$ cat src/rtl/serial_add_ctrl.sv
// Bit-serial adder sequencer: captures two WIDTH-bit operands on start and adds LSB-first, one bit per clock.
// Optional subtract mode (sub port, A-B in two's complement) is enabled by defining SERIAL_ADD_SUB_EN.
module serial_add_ctrl #(
  parameter int unsigned WIDTH = 8
) (
  input  logic             clk,
  input  logic             rst,
  input  logic             start,
`ifdef SERIAL_ADD_SUB_EN
  input  logic             sub,
`endif
  input  logic [WIDTH-1:0] a_in,
  input  logic [WIDTH-1:0] b_in,
  output logic             busy,
  output logic             done,
  output logic [WIDTH-1:0] sum,
  output logic             cout
);

  localparam int unsigned CW = (WIDTH > 1) ? $clog2(WIDTH) : 1;
  localparam logic [CW-1:0] LAST = CW'(WIDTH - 1);

  typedef enum logic [1:0] {IDLE, RUN, DONE} state_t;

  state_t           state_q, state_d;
  logic [WIDTH-1:0] a_sr_q, a_sr_d;
  logic [WIDTH-1:0] b_sr_q, b_sr_d;
  logic [WIDTH-1:0] sum_q, sum_d;
  logic [CW-1:0]    cnt_q, cnt_d;
  logic             carry_q, carry_d;
  logic             cout_q, cout_d;

  // One full adder cell: two half-adder stages with the carries ORed.
  logic ha1_s, ha1_c, ha2_c, bit_s, carry_next;
  always_comb begin
    ha1_s      = a_sr_q[0] ^ b_sr_q[0];
    ha1_c      = a_sr_q[0] & b_sr_q[0];
    bit_s      = ha1_s ^ carry_q;
    ha2_c      = ha1_s & carry_q;
    carry_next = ha1_c | ha2_c;
  end

  always_comb begin
    state_d = state_q;
    a_sr_d  = a_sr_q;
    b_sr_d  = b_sr_q;
    sum_d   = sum_q;
    cnt_d   = cnt_q;
    carry_d = carry_q;
    cout_d  = cout_q;
    case (state_q)
      IDLE: begin
        if (start) begin
          a_sr_d  = a_in;
`ifdef SERIAL_ADD_SUB_EN
          b_sr_d  = sub ? ~b_in : b_in;
          carry_d = sub;
`else
          b_sr_d  = b_in;
          carry_d = 1'b0;
`endif
          cnt_d   = '0;
          sum_d   = '0;
          cout_d  = 1'b0;
          state_d = RUN;
        end
      end
      RUN: begin
        a_sr_d  = a_sr_q >> 1;
        b_sr_d  = b_sr_q >> 1;
        carry_d = carry_next;
        sum_d   = {bit_s, sum_q[WIDTH-1:1]};
        cnt_d   = cnt_q + CW'(1);
        if (cnt_q == LAST) begin
          cout_d  = carry_next;
          state_d = DONE;
        end
      end
      DONE:    state_d = IDLE;
      default: state_d = IDLE;
    endcase
  end

  always_ff @(posedge clk) begin
    if (rst) begin
      state_q <= IDLE;
      a_sr_q  <= '0;
      b_sr_q  <= '0;
      sum_q   <= '0;
      cnt_q   <= '0;
      carry_q <= 1'b0;
      cout_q  <= 1'b0;
    end else begin
      state_q <= state_d;
      a_sr_q  <= a_sr_d;
      b_sr_q  <= b_sr_d;
      sum_q   <= sum_d;
      cnt_q   <= cnt_d;
      carry_q <= carry_d;
      cout_q  <= cout_d;
    end
  end

  assign busy = (state_q == RUN);
  assign done = (state_q == DONE);
  assign sum  = sum_q;
  assign cout = cout_q;

endmodule

$ cat config.mk
export PLATFORM = sky130hd
export DESIGN_NAME = serial_add_ctrl
export DESIGN_NICKNAME = d
export VERILOG_FILES = /design/src/rtl/serial_add_ctrl.sv
export SDC_FILE = /design/constraint.sdc
export NUM_CORES = 1
export LEC_CHECK = 0
export ABC_AREA = 0
export CAP_MARGIN = 0
export CORE_MARGIN = 2
export CORE_UTILIZATION = 49
export CTS_CLUSTER_DIAMETER = 200
export DETAILED_ROUTE_END_ITERATION = 7
export GPL_TIMING_DRIVEN = 0
export PLACE_DENSITY = 0.85
export SLEW_MARGIN = 20
export SYNTH_ARGS = -nofsm -noshare
export SYNTH_HDL_FRONTEND = slang
export SYNTH_SLANG_ARGS = --single-unit
export TNS_END_PERCENT = 20
$ cat constraint.sdc
create_clock -name clk -period 2.9 [get_ports clk]
set_clock_uncertainty 0.15 [all_clocks]
set_input_delay 0.725 -clock clk [delete_from_list [all_inputs] [get_ports clk]]
set_output_delay 0.725 -clock clk [all_outputs]
set_load 0.02 [all_outputs]
* After elaboration in Yosys (flattened, before gate mapping)
Index checks and enable logic that the tools add are counted.
** Storage, ports and cells
- Bits of input ports :: 19
- Memory bits (read-only) :: 0
- Memories :: 0
- Output and inout bits :: 11
- Latch bits :: 0
- RAM bits :: 0
- Word-level logic and storage cells :: 38
- Register bits :: 31
** Operators by class
- $lt $le $gt $ge :: 0
- Reductions and logical operators :: 5
- Add/sub/neg operators :: 1
- Mux-type cells :: 15
- Equality and inequality tests :: 5
- Div/mod/pow operators :: 0
- Shifts and indexed selects :: 0
- Bitwise logic cells :: 5
- Multipliers :: 0
** Operators by type and width (number)
- $pmux 8 s2 :: 3
- $mux 8 :: 3
- $pmux 3 s2 :: 1
- $mux 2 :: 2
- $pmux 1 s2 :: 2
- $pmux 2 s2 :: 1
- $reduce_and 2->1 :: 2
- $add 3x1->3 const B :: 1
- $eq 3x3->1 const B :: 1
- $mux 3 :: 1
- $reduce_and 3->1 :: 1
- $and 1x1->1 :: 2
- $eq 2x1->1 const B :: 1
- $eq 2x2->1 const B :: 1
- $logic_not 2->1 :: 1
- $mux 1 :: 2
- $ne 2x1->1 const B :: 1
- $ne 2x2->1 const B :: 1
- $reduce_bool 2->1 :: 1
- $xor 1x1->1 :: 2
- $or 1x1->1 :: 1

* Logic depth before layout (Yosys ltp)
Gate-level depths: netlist (run 1).
- Word-level depth :: 5
- Gate-level depth with buffers :: 5
- Mapped depth without buffers :: 5

* Worst setup path after synthesis (run 1)
Ideal clock, no wire load.
- Kind :: register to output
- From :: register state_q[0]
- To :: output done
- Path buffers :: 2
- Required time :: 2.025 ns
- Cell stages (with the launch flop) :: 4
- Slack :: 1.088 ns
- Data arrival time :: 0.937 ns
- Cells stage by stage :: dfxtp_1 buf_4 buf_6 nor2b_1
** On the way
- Word-level cells in the longest chain between the ends :: 1
** RTL lines
- start: declaration :: line 25 : state_t state_q, state_d;
- start signal: assignment :: line 94 : state_q <= state_d;
- $eq 2x2->1 :: line 105 : assign done = (state_q == DONE);
- end: declaration :: line 15 : output logic done,
No other way between the ends.

* Worst setup path after layout (run 1)
- From :: register state_q[1]
- To :: output busy
** On the way
- Word-level cells in the longest chain between the ends :: 1
** RTL lines
- $eq 2x1->1 :: line 104 : assign busy = (state_q == RUN);
- end: declaration :: line 14 : output logic busy,
No other way between the ends.

==> run_results.csv, run 1 <==
group,metric,value,unit
clock_network,postCtsSetupBuffers,0,
detailed_routing,wire_per_inst,14.64,um
power,netSwitchingPower,0.2328,mW
clock_network,hold_buffers,0,
floorplanning,die_h,56.30,um
yosys,synth-warning-count,0,
global_route,grt_pass1_vias,1127,
timing,hold_violations,0,
clock_network,cts_tree,"done",
yosys,yosysTopAreaCell,"dfxtp_1",
timing,slew_headroom,60.82,%
detailed_routing,drc_errors,0,
placement,place.gp.congestion,0.7339,
finish,area_growth,29.60,%
detailed_routing,routed_wl,2.870,mm
yosys,synth_area_leaders,"dfxtp_1, mux2i_1, a211oi_2, nor2_1, a22oi_1",
yosys,synth_most_common_cell,"dfxtp_1",
finish,fill_cells,191,
yosys,avgSynthCellArea,10.39,um^2
floorplanning,ios,30,
finish,diodes,0,
global_route,grt_max_degree,11,
power,p_leak,0.6620,nW
timing,period_minus_slack,2.766,ns
detailed_routing,drt_iter0_markers,16,
detailed_routing,via_count,1091,
power,peakVddDrop,0.3958,mV
worst_setup_path,crit_required,2.03,ns
global_route,grt_antenna_before_repair,0,
yosys,synth.distinct_cells,25,
power,seqPwrFrac,51.6,%
yosys,syn_area,1340,um^2
global_route,track_usage,19.43,%
timing,setup_viol,0,
worst_setup_path,cp-start-kind,"flip-flop",
yosys,synthesis.nets,151,
clock_network,htreeDepth,2,
yosys,ys_ff_latch,31,
power,power_per_cell_area,518.3,nW/um^2
detailed_routing,ant_nets,0,
power,clock_power_share,31.7,%
worst_setup_path,worstPathArrival,1.89,ns
timing,min_period_over_period,95.39,%
floorplanning,fp-row-count,18,
worst_setup_path,critPathCaptureType,"primary output",
global_route,grt-ovfl-total,0,
finish,design_area,1737,um^2
clock_network,clock_sinks,31,
timing,tightest_slew,0.5878,ns
power,internal-power,0.6674,mW
yosys,syn-instance-count,129,
floorplanning,die_x,56.30,um
finish,layout-drive-gt1-share,16.27,%
worst_setup_path,criticalPathCategory,"reg2out",
worst_setup_path,critical_path.max_fanout,10,
finish,layout.cells.non_filler,196,
yosys,ys_seq_area_share,46.31,%
timing,slew_viol_final,0,
floorplanning,dieArea,3169,um^2
yosys,synth_edf_count,0,
clock_network,cts-buffers-inserted,5,
detailed_routing,via_per_inst,5.566,
floorplanning,initial_utilization,52.65,%
yosys,synth_commonest_cells,"dfxtp_1, nor2_1, mux2i_1, a22oi_1, a211oi_2",
timing,rsz0062_at_grt,"no",
finish,seqCellArea,620.6,um^2
min_path,hp-class,"reg2reg",
yosys,postSynth.asyncResetShare,0,%
power,switching_share,25.86,%
clock_network,clk_latency,0.33,ns
clock_network,cts_buffer_depth,2,
placement,postPlaceCellArea,1668,um^2
timing,fmax,361.5,MHz
timing,setup_tns,0,ns
job,maxCapViolCount,0,
floorplanning,coreArea,2545,um^2
placement,io_buffers,29,
finish,multi_input_area,648.1,um^2
outcome,status,"finished clean",
power,combPwrFrac,16.7,%
clock_network,clk_transition_reported_paths,0.09,ns
global_route,grt_pass1_wl,4.823,mm
yosys,synthFlopType,"dfxtp_1",
finish,nets,187,
placement,hpwl,2.139,mm
clock_network,cts.repair.resized,0,
placement,dp_cells,188,
clock_network,cts-root-buf,"clkbuf_4",
yosys,synth_top_area_share,46.31,%
detailed_routing,drt_pass1_iterations,4,
==> cells in the final DEF (no fill, tap or decap), drive strengths merged <==
cell	n
dfxtp	31
clkdlybuf4s50	29
nor2	27
a211oi	15
mux2i	14
a22oi	11
clkbuf	10
buf	8
a21oi	4
nor2b	3
nand4b	2
o21ai	2
ha	2
o21ba	1
inv	1
o21bai	1
nand2	1
a32oi	1
nor3	1
and3b	1
fa	1
==> logic make-up after synthesis <==
| kind of cell | Yosys count | share of synthesized area (%) |
|---|---|---|
| muxes | 14 | 10.46 |
| AOI/OAI and AO/OA | 35 | 22.78 |
| and+or+nand+nor | 35 | 11.76 |
| adders and majority gates | 3 | 3.361 |
| DFF | 31 | 46.31 |
| buffers and inverters | 11 | 5.322 |
==> state kept, by name (all words and copies together), names as in the netlist <==
register,count
state_q,2
b_sr_q,8
cnt_q,3
a_sr_q,8
sum,8
carry_q,1
cout,1
==> layer usage <==
layer	GRT usage, %	vias up	part of all wire, %
met5	0	-	0
met4	7.143	0	1.4
met3	8.756	6	6.7
met2	32.44	27	51
met1	21.73	520	41
li1	-	538	-
==> power by group through the flow <==
stage | combinational, mW | clock (mW) | sequential, mW
finish | 0.150 | 0.285 | 0.465
global route | 0.163 | 0.308 | 0.468
CTS | 0.151 | 0.294 | 0.465
detailed placement | 0.151 | 0 | 0.474
global placement | 0.144 | 0 | 0.472
floorplan | 0.0983 | 0 | 0.472
==> through the flow <==
| stage | hold WS (ns) | setup WS [ns] | util [%] | total power, mW |
|---|---|---|---|---|
| 2_1_floorplan | 0.2936 | 1.088 | - | 0.5701 |
| 3_3_place_gp | 0.3118 | 0.5493 | 65.54 | 0.6167 |
| 3_5_place_dp | 0.3334 | 0.4954 | 65.54 | 0.6251 |
| 4_1_cts | 0.3475 | 0.1257 | 68.24 | 0.9100 |
| 5_1_grt | 0.3787 | 0.02797 | 68.24 | 0.9390 |
| 6_report | 0.3487 | 0.1335 | 68.24 | 0.9001 |
==> final timing paths <==
| kind | slack, ns | cells past startpoint | start | endpoint |
|---|---|---|---|---|
| worst min-delay path | 0.35 | 2 | cout | cout |
| worst max-delay path | 0.13 | 3 | state_q[1] | busy |
| worst min register to register | 0.35 | 2 | cout | cout |
| worst max register to register | 1.48 | 4 | state_q[0] | b_sr_q[1] |
==> layout make-up <==
| cell class | count | area share, % |
|---|---|---|
| inverters | 1 | 0.2161 |
| clock buffers | 8 | 3.963 |
| flip-flops and latches | 31 | 35.73 |
| well taps | 30 | 2.161 |
| multi-input cells | 87 | 37.32 |
| repair buffers | 29 | 16.71 |
| plain buffers | 10 | 3.890 |
==> critical path: stages, from the launching register on <==
cell	delay [ns]
dfxtp_1	0.38
nor2b_2	0.27
buf_2	0.27
clkdlybuf4s50_1	0.63
No activity file was read; power rests on OpenSTA's default activity.
==> run 2: changes to the inputs <==
--- a/config.mk
+++ b/config.mk
@@ -6,10 +6,11 @@
 export NUM_CORES = 1
 export LEC_CHECK = 0
 export ABC_AREA = 0
-export CAP_MARGIN = 0
+export CAP_MARGIN = 10
 export CORE_MARGIN = 2
 export CORE_UTILIZATION = 49
 export CTS_CLUSTER_DIAMETER = 200
+export CTS_CLUSTER_SIZE = 8
 export DETAILED_ROUTE_END_ITERATION = 7
 export GPL_TIMING_DRIVEN = 0
 export PLACE_DENSITY = 0.85
==> results of run 2 <==
The final DEF is identical to that of run 1; final timing and power are the same.
